<file path="config.mk">
export PLATFORM = sky130hd
export DESIGN_NAME = leb128_fetch
export DESIGN_NICKNAME = d
export VERILOG_FILES = /design/src/rtl/leb128_fetch.sv
export SDC_FILE = /design/constraint.sdc
export NUM_CORES = 1
export LEC_CHECK = 0
export ABC_AREA = 1
export BUFFER_PORTS_ARGS = -buffer_cell sky130_fd_sc_hd__buf_2
export CAP_MARGIN = 15
export CORE_MARGIN = 2
export CORE_UTILIZATION = 55
export CTS_CLUSTER_DIAMETER = 200
export DETAILED_ROUTE_END_ITERATION = 16
export GPL_ROUTABILITY_DRIVEN = 0
export PLACE_DENSITY = 0.79
export RECOVER_POWER = 25
export REMOVE_ABC_BUFFERS = 1
export SKIP_CTS_REPAIR_TIMING = 1
export SLEW_MARGIN = 5
export SYNTH_ARGS = -nofsm -noshare
export SYNTH_HDL_FRONTEND = slang
export SYNTH_SLANG_ARGS = --single-unit
</file>
<file path="constraint.sdc">
create_clock -name clk -period 3 [get_ports clk]
set_clock_uncertainty 0.1 [all_clocks]
set_input_delay 0 -clock clk [delete_from_list [all_inputs] [get_ports clk]]
set_output_delay 0 -clock clk [all_outputs]
set_load 0.02 [all_outputs]
</file>
<file path="src/rtl/leb128_fetch.sv">
// leb128_fetch: immediate-operand fetch stage between the instruction ROM and
// execute. On a request it reads one ROM window at a byte address, then
// decodes one WebAssembly LEB128 immediate (signed/unsigned, 32/64-bit) at one
// byte per cycle. The result goes out over a valid/ready handshake.
//
// Ports:
//   clk, reset            clock (rising edge), async active-low reset
//   req_valid/req_ready   request handshake; req_ready is high only in IDLE
//   req_addr              byte address of the first LEB128 byte
//   req_signed, req_wide  signed LEB128 / 64-bit operand
//   mem_addr, mem_extra   ROM address and window-size field (always full window)
//   mem_data, mem_error   ROM window (first byte in the MSBs) and bounds error
//   rsp_valid/rsp_ready   response handshake
//   rsp_value/len/error   value (extended to 64), bytes consumed, error code
module leb128_fetch #(
  parameter int MEM_DEPTH = 4,
  parameter int MEM_EXTRA = 4,
  localparam int W = (2 ** MEM_EXTRA) * 8
) (
  input  logic                 clk,
  input  logic                 reset,
  input  logic                 req_valid,
  output logic                 req_ready,
  input  logic [MEM_DEPTH:0]   req_addr,
  input  logic                 req_signed,
  input  logic                 req_wide,
  output logic [MEM_DEPTH:0]   mem_addr,
  output logic [MEM_EXTRA-1:0] mem_extra,
  input  logic [W-1:0]         mem_data,
  input  logic                 mem_error,
  output logic                 rsp_valid,
  input  logic                 rsp_ready,
  output logic [63:0]          rsp_value,
  output logic [3:0]           rsp_len,
  output logic [1:0]           rsp_error
);

  typedef enum logic [1:0] {S_IDLE, S_READ, S_DECODE, S_DONE} state_t;

  localparam logic [1:0] E_OK   = 2'd0;
  localparam logic [1:0] E_MEM  = 2'd1;
  localparam logic [1:0] E_UNT  = 2'd2;
  localparam logic [1:0] E_OVF  = 2'd3;

  state_t             state_q, state_d;
  logic [MEM_DEPTH:0] addr_q, addr_d;
  logic               sgn_q, sgn_d, wide_q, wide_d;
  logic [W-1:0]       win_q, win_d;
  logic               merr_q, merr_d;
  logic [3:0]         k_q, k_d;
  logic [63:0]        acc_q, acc_d;
  logic [63:0]        val_q, val_d;
  logic [3:0]         len_q, len_d;
  logic [1:0]         err_q, err_d;

  // Decode datapath for the byte currently at the top of the window.
  logic [7:0]  cur;
  logic [6:0]  pay;
  logic [5:0]  k7;      // 7*k mod 64; k <= 9 so it never wraps
  logic [6:0]  l7;      // 7*(k+1), up to 70
  logic [3:0]  len_nx, limit;
  logic        at_lim, ovf;
  logic [63:0] acc_nx, ext, fin;

  always_comb begin
    cur    = win_q[W-1 -: 8];
    pay    = cur[6:0];
    k7     = {k_q[2:0], 3'b000} - {2'b00, k_q};
    len_nx = k_q + 4'd1;
    l7     = {len_nx, 3'b000} - {3'b000, len_nx};
    limit  = wide_q ? 4'd10 : 4'd5;
    at_lim = (len_nx == limit);
    acc_nx = acc_q | ({57'd0, pay} << k7);

    // Bits of the final byte that would land beyond the operand width.
    unique case ({sgn_q, wide_q})
      2'b00:   ovf = (pay[6:4] != 3'd0);
      2'b10:   ovf = (pay[6:3] != 4'h0) && (pay[6:3] != 4'hF);
      2'b01:   ovf = (pay[6:1] != 6'd0);
      default: ovf = (pay != 7'h00) && (pay != 7'h7F);
    endcase

    // Signed fill only while the payload bits have not already reached bit 63.
    ext = acc_nx;
    if (sgn_q && pay[6] && !l7[6])
      ext = acc_nx | ({64{1'b1}} << l7[5:0]);
    fin = wide_q ? ext
                 : (sgn_q ? {{32{ext[31]}}, ext[31:0]} : {32'd0, ext[31:0]});
  end

  always_comb begin
    state_d = state_q;
    addr_d  = addr_q;
    sgn_d   = sgn_q;
    wide_d  = wide_q;
    win_d   = win_q;
    merr_d  = merr_q;
    k_d     = k_q;
    acc_d   = acc_q;
    val_d   = val_q;
    len_d   = len_q;
    err_d   = err_q;
    unique case (state_q)
      S_IDLE: begin
        if (req_valid) begin
          addr_d  = req_addr;
          sgn_d   = req_signed;
          wide_d  = req_wide;
          state_d = S_READ;
        end
      end
      S_READ: begin
        win_d   = mem_data;
        merr_d  = mem_error;
        k_d     = 4'd0;
        acc_d   = 64'd0;
        state_d = S_DECODE;
      end
      S_DECODE: begin
        if (merr_q) begin
          // A bounds error from the ROM is final; no bytes are examined.
          val_d   = 64'd0;
          len_d   = 4'd0;
          err_d   = E_MEM;
          state_d = S_DONE;
        end else if (!cur[7]) begin
          len_d   = len_nx;
          state_d = S_DONE;
          if (at_lim && ovf) begin
            val_d = 64'd0;
            err_d = E_OVF;
          end else begin
            val_d = fin;
            err_d = E_OK;
          end
        end else if (at_lim) begin
          val_d   = 64'd0;
          len_d   = len_nx;
          err_d   = E_UNT;
          state_d = S_DONE;
        end else begin
          acc_d = acc_nx;
          k_d   = len_nx;
          win_d = win_q << 8;
        end
      end
      default: begin
        if (rsp_ready) state_d = S_IDLE;
      end
    endcase
  end

  always_ff @(posedge clk or negedge reset) begin
    if (!reset) begin
      state_q <= S_IDLE;
      addr_q  <= '0;
      sgn_q   <= 1'b0;
      wide_q  <= 1'b0;
      win_q   <= '0;
      merr_q  <= 1'b0;
      k_q     <= 4'd0;
      acc_q   <= 64'd0;
      val_q   <= 64'd0;
      len_q   <= 4'd0;
      err_q   <= 2'd0;
    end else begin
      state_q <= state_d;
      addr_q  <= addr_d;
      sgn_q   <= sgn_d;
      wide_q  <= wide_d;
      win_q   <= win_d;
      merr_q  <= merr_d;
      k_q     <= k_d;
      acc_q   <= acc_d;
      val_q   <= val_d;
      len_q   <= len_d;
      err_q   <= err_d;
    end
  end

  assign req_ready = (state_q == S_IDLE);
  assign rsp_valid = (state_q == S_DONE);
  assign mem_addr  = addr_q;
  assign mem_extra = '1;
  assign rsp_value = val_q;
  assign rsp_len   = len_q;
  assign rsp_error = err_q;

endmodule

</file>
==> results of run 1 <==
-- power by group through the flow --
| stage | Sequential (mW) | Clock (mW) | Combinational (mW) |
|---|---|---|---|
| after floorplan | 5.92 | 0 | 6.43 |
| after global placement | 5.58 | 0 | 11.6 |
| after detailed placement | 5.63 | 0 | 11.8 |
| after CTS | 5.58 | 3.69 | 11.9 |
| after global routing | 5.76 | 3.86 | 14.0 |
| final | 5.65 | 3.68 | 12.8 |
-- synthesized netlist by cell type, types with 6 or more instances --
cell,n,area (µm²)
nand2_1,614,2300
dfrtp_1,276,6910
inv_1,261,980
o21ai_0,224,1120
o21ai_1,139,696
nand3_1,132,661
nor2_1,92,345
buf_2,51,255
clkbuf_1,48,180
a21oi_1,41,205
nand4_1,25,156
buf_4,18,135
ha_1,12,150
inv_2,10,37.5
buf_6,8,90.1
nor3_1,8,40.0
mux2_2,6,67.6
nand3_2,6,60.1
-- metrics by stage --
step / area (µm²) / TNS, ns
floorplan: 14100 / -874.31
global placement: 16100 / 0
detailed placement: 16100 / 0
CTS: 17100 / -0.0618
global route: 18500 / -0.228
finish: 18500 / 0
-- cell families after synthesis --
logic type                 share of synthesized area (%)
muxes                                              0.459
adders and majority gates                           1.02
buffers and inverters                               11.5
and+or+nand+nor                                     24.9
xor gates and xnor gates                           0.119
AOI/OAI and AO/OA                                   15.0
other                                             0.0255
DFF                                                 46.9
-- registers in the layout (all words and copies together), names as in the netlist --
signal and flops:
win_q 128, acc_q 64, rsp_value 64, mem_addr 5, k_q 4, rsp_len 4
rsp_error 2, state_q 2, merr_q 1, sgn_q 1, wide_q 1
-- final timing paths --
kind                                 end  cells past startpoint
setup / recovery           rsp_value[37]                     15
hold / removal                     sgn_q                      3
setup reg to reg           rsp_value[37]                     15
hold reg to reg            rsp_value[61]                      2
max in group asynchronous       acc_q[6]                      4
min in group asynchronous      win_q[98]                      3
-- critical path, delay by kind of cell, from the launching register on --
| family | cells | cell delay (ns) |
|---|---|---|
| adders and majority gates | 1 | 0.47 |
| buffers and inverters | 4 | 0.56 |
| DFF | 1 | 0.38 |
| and+or+nand+nor | 10 | 1.30 |
-- area by class of cell --
class                   instances  area (µm²)  share of cell area (%)
diodes                          1        2.50                  0.0135
clock buffers                  42         855                    4.62
clock inverters                 9         110                   0.596
inverters                     271        1030                    5.55
multi-input cells            1340        6170                    33.4
flip-flops and latches        276        6910                    37.4
well taps                     335         419                    2.27
repair buffers                419        2990                    16.2
-- routing by layer --
metal	global-route usage, %	vias to the layer above
met5	0	-
met4	9.91	0
met3	6.81	169
met2	47.1	940
met1	37.4	7012
li1	-	7020
==> impl_metrics.csv, run 1 <==
group,metric,value,unit
finish,finalNonFillerCells,2693,
floorplanning,rows,59,
synth,synth_edf_count,0,
floorplanning,core,26100,µm²
finish,layout_common_cells,"nand2_1, dfrtp_1, inv_1, o21ai_0, dlygate4sd3_1",
routing,wl_met3,4390,µm
sta,fmax,0.348,GHz
sta,maxSlewHeadroom,-1.77,%
clock_tree,cts-buffers-inserted,29,
clock_tree,clkLatencyLatePin,0.56,ns
clock_tree,cts_max_path_buffers,3,
worst_setup_path,cp-end-kind,"register",
routing,drc,0,
worst_setup_path,timing.rr.start,"k_q[1]",
clock_tree,cts-root-buf,"clkbuf_16",
power_and_ir_drop,fin_total_pwr,22.1,mW
power_and_ir_drop,powerDensity,1200,nW/µm²
power_and_ir_drop,pwr-share-clk,16.6,%
finish,drive_gt1_share,12.3,%
sta,finalWorstSetupSlack,0.129,ns
min_path,hold_path_class,"input pin to register",
synth,synth.ff_latch_count,276,
clock_tree,htree_levels,1,
floorplanning,die-height,168,µm
routing,wirelength_met1,18000,µm
power_and_ir_drop,intPower,11.0,mW
global_routing,grt_pass1_vias,13600,
routing,routed.top_layer,"met4",
sta,period_share,95.7,%
worst_setup_path,crit_required,3.40,ns
synth,syn-cell-area,14700,µm²
routing,finalWirelength,47000,µm
power_and_ir_drop,peakVddDrop,0.000911,V
sta,tightest_slew,1.53,ns
synth,synthArstFlopShare,100,%
global_routing,grt_start_max_net_pins,161,
worst_setup_path,rrSetupSlack,0.13,ns
finish,post-route-util,70.7,%
min_path,min-delay-start,"req_valid",
sta,setup_viol,0,
routing,first_iter_violations,1592,
routing,vias_per_cell,5.62,
global_routing,antenna_found_initial,1,
worst_setup_path,cp_slowest_cell,"ha_2",
synth,synthFlopType,"dfrtp_1",
global_routing,grt_pass1_wl,66200,µm
place,dpl_worst_slack,0.0179,ns
worst_setup_path,startpoint_type,"register",
job,drv_cap,1,
synth,netlist_instances,2012,
global_routing,grt-ovfl-total,0,
finish,n_fill_cell,1976,
sta,slew_viol_final,63,
sta,hold_ws,-0.0306,ns
finish,final_common_cell,"nand2_1",
routing,met2_length,22500,µm
place,hpwlAfterDp,26300,µm
floorplanning,chipWidth,168,µm
floorplanning,dieArea,28100,µm²
synth,ys_seq_area_share,46.9,%
place,port_buffers,216,
clock_tree,cts_tree,"yes",
worst_setup_path,critPathLaunch,"k_q[1]",
worst_setup_path,path_class,"register to register",
clock_tree,clkTransAtPathRegs,0.06,ns
sta,rsz0062_at_grt,"true",
power_and_ir_drop,pwr-share-seq,25.5,%
synth,syn_avg_cell_area,7.32,µm²
worst_setup_path,slowest_delay,0.47,ns
finish,areaGrowthSynthToFinish,25.6,%
power_and_ir_drop,p_leak,9.57,nW
power_and_ir_drop,combinationalPowerShare,57.8,%
worst_setup_path,timing.critical_path.mode_cell,"nand2_1",
routing,wl_per_cell,17.5,µm
sta,fin_crit,2.87,ns
status,outcome,"finished with violations",
synth,synthDistinctLibCells,41,
sta,hold_viol,6,
status,violations,"hold timing, capacitance limit, slew limit",
global_routing,grt_usage,28.6,%
power_and_ir_drop,p_switching,11.1,mW
worst_setup_path,arrival,3.27,ns
floorplanning,io_pins,221,
worst_setup_path,worstPathMaxFanout,32,
synth,ys_warn_count,0,
place,placedCellCount,2491,
clock_tree,cts.sink_count,276,
routing,ant_nets,0,
finish,fin_nets,2489,
routing,drt_first_pass_iters,6,
floorplanning,floorplan.initialDensity,56.3,%
routing,dr_total_vias,15100,
power_and_ir_drop,swShare,50.3,%
worst_setup_path,cp_cell_sequence,"inv_1 -> ha_2 -> clkinvlp_4 -> nand3_1 -> nand3_1 -> nand2_1 -> nand4_1 -> nand2_1 -> inv_1 -> nand2_1 -> nand2_1 -> nand2_2 -> buf_12 -> nand3_1 -> nand2_1",
No activity file was read; power rests on OpenSTA's default activity.
==> inputs of run 2 (changes only) <==
Settings changed: ABC_AREA 1 to unset, PLACE_DENSITY 0.79 to 0.8.
==> impl_metrics.csv, run 2 <==
group,metric,value,unit
place,hpwlAfterDp,27200,µm
routing,first_iter_violations,1538,
power_and_ir_drop,powerDensity,1130,nW/µm²
sta,tightest_slew,1.36,ns
worst_setup_path,crit_required,3.33,ns
synth,synthTopCellsByCount,"dfrtp_1, nand2_1, a21oi_1",
min_path,min-delay-start,"req_valid",
synth,synth.ff_latch_count,276,
power_and_ir_drop,peakVddDrop,0.000626,V
finish,fin_nets,2031,
status,outcome,"finished, final reports clean",
synth,ys_seq_area_share,49.5,%
synth,synthDistinctLibCells,90,
floorplanning,io_pins,221,
power_and_ir_drop,pwr-share-seq,29.7,%
min_path,holdPathEnd,"state_q[0]",
place,port_buffers,216,
min_path,hold_path_class,"input pin to register",
worst_setup_path,path_buf_inv,3,
place,post_dp_cell_area,15800,µm²
synth,synth_area_leaders,"dfrtp_1, a21oi_1, nand2_1, o21ai_0, nor2b_1",
power_and_ir_drop,swShare,45.7,%
worst_setup_path,cp_cell_sequence,"ha_1 -> inv_1 -> ha_1 -> buf_4 -> o211ai_1 -> nand3_2 -> xnor2_2 -> buf_4 -> nand2_1 -> a2111oi_4 -> o21ai_2",
power_and_ir_drop,p_switching,9.60,mW
clock_tree,cts-buffers-inserted,29,
floorplanning,rows,58,
clock_tree,cts_tree,"yes",
worst_setup_path,crit_family,"compound AO/OA/AOI/OAI gates",
clock_tree,clkLatencyLatePin,0.55,ns
min_path,hold_path_depth,6,
clock_tree,cts.sink_count,276,
clock_tree,cts-root-buf,"clkbuf_16",
synth,ys_warn_count,0,
worst_setup_path,rrSetupSlack,0.04,ns
routing,drt_first_pass_iters,6,
routing,ant_nets,0,
sta,slew_viol_final,0,
synth,synth_top_area_share,49.5,%
global_routing,grt_start_max_net_pins,84,
sta,period_share,98.7,%
worst_setup_path,cp-end-kind,"register",
finish,drive_gt1_share,21.3,%
place,placedCellCount,2018,
worst_setup_path,startpoint_type,"register",
synth,syn-cell-area,14000,µm²
finish,antenna_cells,0,
finish,areaGrowthSynthToFinish,33.1,%
finish,largest_register_ffs,128,
global_routing,antenna_found_initial,0,
power_and_ir_drop,pwr-share-clk,17.4,%
synth,synth_edf_count,0,
finish,regMostFlops,"win_q",
sta,hold_viol,0,
finish,layout_common_cells,"dfrtp_1, nand2_1, a21oi_1, dlygate4sd3_1, buf_2",
routing,drc,0,
floorplanning,dieArea,26700,µm²
finish,final_cell_area,18600,µm²
synth,synthArstFlopShare,100,%
synth,netlist_instances,1489,
worst_setup_path,timing.rr.start,"k_q[1]",
worst_setup_path,arrival,3.29,ns
sta,maxSlewHeadroom,9.26,%
global_routing,grt_pass1_wl,63100,µm
synth,netlist.top_cell.by_area,"dfrtp_1",
global_routing,grt-ovfl-total,0,
finish,n_fill_cell,1580,
sta,rsz0062_at_grt,"true",
worst_setup_path,worstPathMaxFanout,11,
floorplanning,chipWidth,163,µm
synth,synth_most_common_cell,"dfrtp_1",
worst_setup_path,cp_slowest_cell,"a2111oi_4",
clock_tree,cts_max_path_buffers,3,
routing,vias_per_cell,6.32,
global_routing,grt_pass1_vias,12100,
routing,dr_total_vias,14100,
floorplanning,die-height,163,µm
finish,final_common_cell,"dfrtp_1",
clock_tree,htree_levels,1,
floorplanning,floorplan.initialDensity,55.7,%
sta,setup_viol,0,
job,drv_cap,0,
power_and_ir_drop,intPower,11.4,mW
power_and_ir_drop,p_leak,8.37,nW
worst_setup_path,r2r_cells,11,
routing,finalWirelength,48600,µm
finish,finalNonFillerCells,2229,
floorplanning,core,25000,µm²
power_and_ir_drop,combinationalPowerShare,52.9,%
worst_setup_path,slowest_delay,0.43,ns
global_routing,grt_usage,29.6,%
routing,wl_per_cell,21.8,µm
sta,fin_crit,2.96,ns
sta,fmax,0.338,GHz
synth,synthFlopType,"dfrtp_1",
synth,syn_avg_cell_area,9.37,µm²
worst_setup_path,path_class,"register to register",
clock_tree,clkTransAtPathRegs,0.06,ns
worst_setup_path,r2r-end,"rsp_value[41]",
## run 2: power groups by stage
stage	clock (mW)	combinational (mW)	sequential (mW)
after floorplan	0	5.51	6.41
after global placement	0	9.36	6.05
after detailed placement	0	9.61	6.10
after CTS	3.63	9.68	6.07
after global routing	3.80	11.9	6.36
final	3.66	11.1	6.24
## run 2: routing by layer
| metal | vias to the layer above | wire, µm | GRT usage [%] | share of wire (%) |
|---|---|---|---|---|
| met5 | - | 0 | 0 | 0 |
| met4 | 0 | 2740 | 9.53 | 5.6 |
| met3 | 263 | 4940 | 7.44 | 10 |
| met2 | 1022 | 23100 | 47.4 | 48 |
| met1 | 6740 | 17800 | 39.9 | 37 |
| li1 | 6056 | - | - | - |
## run 2: cell families after synthesis
group | Yosys count | share of synthesized area, %
buf+inv | 179 | 6.08
xor+xnor | 11 | 0.852
compound gates | 545 | 25.0
fa+ha+maj | 12 | 1.08
flops | 276 | 49.5
other cells | 1 | 0.0269
mux | 26 | 2.17
simple gates | 439 | 15.3
## run 2: worst register-to-register path: cells and delay by family, from the launching register on
kind                     cells  cell delay, ns
AO/OA/AOI/OAI                3            0.69
buffers and inverters        3            0.50
adder cells (fa/ha/maj)      2            0.47
flip-flops                   1            0.40
AND/OR/NAND/NOR              2            0.39
XOR/XNOR                     1            0.30
## run 2: through the flow
step | TNS (ns) | util [%] | total power [mW] | worst slack [ns] | hold slack (ns)
global route | -2.11 | 74.2 | 22.1 | -0.120 | 0.128
global placement | -0.0117 | 63.0 | 15.4 | -0.0117 | -0.0798
detailed placement | -0.261 | 63.0 | 15.7 | -0.0697 | -0.0744
finish | 0 | 74.2 | 21.0 | 0.0384 | 0.107
CTS | -0.846 | 66.8 | 19.4 | -0.174 | -0.641
floorplan | -884.76 | - | 11.9 | -4.67 | -0.396
## run 2: worst max path at each step
stage | from | to | cells after the start
finish | k_q[1] | rsp_value[41] | 11
global route | k_q[1] | rsp_value[62] | 12
CTS | k_q[0] | rsp_value[43] | 11
detailed placement | k_q[0] | rsp_value[40] | 11
global placement | k_q[1] | rsp_value[59] | 11
floorplan | state_q[0] | win_q[10] | 6
## run 2: area by class of cell
class                      count  area (µm²)  share of cell area, %
tap                          330         413                   2.22
sequential                   276        6910                   37.2
timing repair buffer         471        3540                   19.0
multi-input combinational   1037        6530                   35.1
inverter                      64         240                   1.29
clock inverter                12         146                  0.788
clock buffer                  39         803                   4.32
==> inputs of run 3 (changes only) <==
Settings changed: CORE_UTILIZATION 55 to 57, GPL_TIMING_DRIVEN set to 0, PLACE_DENSITY 0.8 to 0.82.
==> impl_metrics.csv, run 3 (synthesized netlist as in run 2, its figures left out) <==
group,metric,value,unit
finish,largest_register_ffs,128,
global_routing,grt_pass1_wl,62300,µm
finish,n_fill_cell,1292,
sta,hold_viol,0,
place,hpwlAfterDp,25700,µm
finish,drive_gt1_share,23.8,%
global_routing,grt_usage,29.8,%
status,violations,"setup timing",
worst_setup_path,timing.rr.start,"k_q[3]",
job,drv_cap,0,
clock_tree,cts-root-buf,"clkbuf_16",
worst_setup_path,arrival,3.91,ns
clock_tree,clkTransAtPathRegs,0.07,ns
sta,fmax,0.279,GHz
clock_tree,cts.sink_count,276,
routing,wl_per_cell,25.0,µm
routing,dr_total_vias,15100,
routing,finalWirelength,55800,µm
worst_setup_path,slowest_delay,0.51,ns
routing,drt_first_pass_iters,6,
floorplanning,die-height,160,µm
worst_setup_path,r2r-end,"rsp_value[37]",
sta,setup_viol,188,
place,post_dp_cell_area,15300,µm²
clock_tree,cts_max_path_buffers,3,
clock_tree,cts_tree,"yes",
worst_setup_path,path_class,"register to register",
routing,ant_nets,0,
finish,final_common_cell,"dfrtp_1",
power_and_ir_drop,peakVddDrop,0.000590,V
worst_setup_path,cp-end-kind,"register",
floorplanning,dieArea,25700,µm²
worst_setup_path,r2r_cells,10,
finish,fin_nets,2037,
global_routing,grt_pass1_vias,11900,
sta,slew_viol_final,0,
clock_tree,cts-buffers-inserted,28,
routing,first_iter_violations,2162,
finish,areaGrowthSynthToFinish,38.4,%
routing,vias_per_cell,6.76,
finish,final_cell_area,19300,µm²
worst_setup_path,cp_cell_sequence,"clkinvlp_4 -> ha_4 -> nor2b_2 -> nand2_1 -> a211oi_4 -> buf_6 -> nor2b_4 -> a32oi_1 -> nor4b_2 -> o21ai_1",
routing,drc,0,
sta,rsz0062_at_grt,"true",
power_and_ir_drop,fin_total_pwr,22.4,mW
floorplanning,io_pins,221,
worst_setup_path,startpoint_type,"register",
sta,maxSlewHeadroom,6.17,%
sta,fin_crit,3.58,ns
global_routing,antenna_found_initial,0,
worst_setup_path,cp-endpoint,"rsp_value[37]",
place,port_buffers,216,
power_and_ir_drop,powerDensity,1160,nW/µm²
sta,finalWorstSetupSlack,-0.578,ns
power_and_ir_drop,p_leak,8.55,nW
min_path,hold_path_class,"input pin to register",
sta,tightest_slew,1.41,ns
worst_setup_path,rrSetupSlack,-0.58,ns
floorplanning,core,24200,µm²
floorplanning,rows,57,
global_routing,grt_start_max_net_pins,104,
clock_tree,clkLatencyLatePin,0.57,ns
worst_setup_path,worstPathMaxFanout,12,
floorplanning,floorplan.initialDensity,57.7,%
worst_setup_path,critPathLaunch,"k_q[3]",
clock_tree,htree_levels,1,
status,outcome,"finished with violations",
finish,layout_common_cells,"dfrtp_1, nand2_1, a21oi_1, dlygate4sd3_1, buf_2",
global_routing,grt-ovfl-total,0,
sta,period_share,119,%
floorplanning,chipWidth,160,µm
worst_setup_path,cp_slowest_cell,"dfrtp_2",
worst_setup_path,crit_required,3.33,ns
finish,regMostFlops,"win_q",
[run 3: cell types whose count changed in the layout (fill, tap and decap cells not counted), moves of 7 or more]
cell / delta
a221oi_2: +8
a2111oi_2: -7
a221oi_1: -9
buf_4: -12
nor2_2: +8
nor2_1: -10
clkbuf_16: +7
[run 3: final cells by class]
class,count,area (µm²),area share [%]
Antenna cell,1,2.50,0.0130
Clock buffer,42,835,4.32
Clock inverter,8,119,0.615
Inverter,64,249,1.29
Multi-Input combinational cell,1041,6980,36.2
Sequential cell,276,6920,35.8
Tap cell,324,405,2.10
Timing Repair Buffer,474,3800,19.7
[run 3: worst max-delay path, delay by kind of cell (launching register included)]
family,cells,cell delay [ns]
AOI/OAI and AO/OA,3,0.86
adders and majority gates,1,0.40
buffers and inverters,2,0.64
DFF,1,0.51
and+or+nand+nor,4,0.93
[run 3: layer usage]
metal	part of all wire [%]	vias to the layer above	GRT usage [%]	routed length (µm)
met5	0	-	0	0
li1	-	6091	-	-
met4	8.0	0	10.6	4480
met2	46	1452	47.5	25600
met3	12	429	7.90	6850
met1	34	7097	39.7	18900
[run 3: power breakdown]
group          switching [mW]  internal (mW)
clock network            1.57           2.17
registers                1.19           5.18
logic                    7.82           4.44
total                    10.6           11.8
[run 3: how the worst min path moves through the flow]
stage	from	to	slack, ns	depth (start not counted)
floorplan	reset	acc_q[0]	-0.40	0
global placement	mem_data[127]	win_q[127]	0.1	3
detailed placement	reset	rsp_value[53]	-0.07	1
CTS	reset	rsp_value[11]	-0.64	1
global route	mem_data[1]	win_q[1]	0.13	4
finish	req_valid	state_q[0]	0.08	6
[run 3: metrics by stage]
| step | TNS, ns | utilization (%) | hold slack [ns] | setup slack, ns | cells |
|---|---|---|---|---|---|
| after floorplan | -884.76 | - | -0.396 | -4.67 | 1377 |
| after detailed placement | -429.84 | 63.1 | -0.0676 | -2.16 | 1933 |
| after global routing | -34.38 | 79.9 | 0.126 | -0.555 | 2229 |
| final | -28.23 | 79.9 | 0.0778 | -0.578 | 2230 |
| after global placement | -2628.25 | 61.4 | 0.0984 | -9.14 | 1917 |
| after CTS | -434.26 | 67.0 | -0.643 | -2.23 | 1983 |
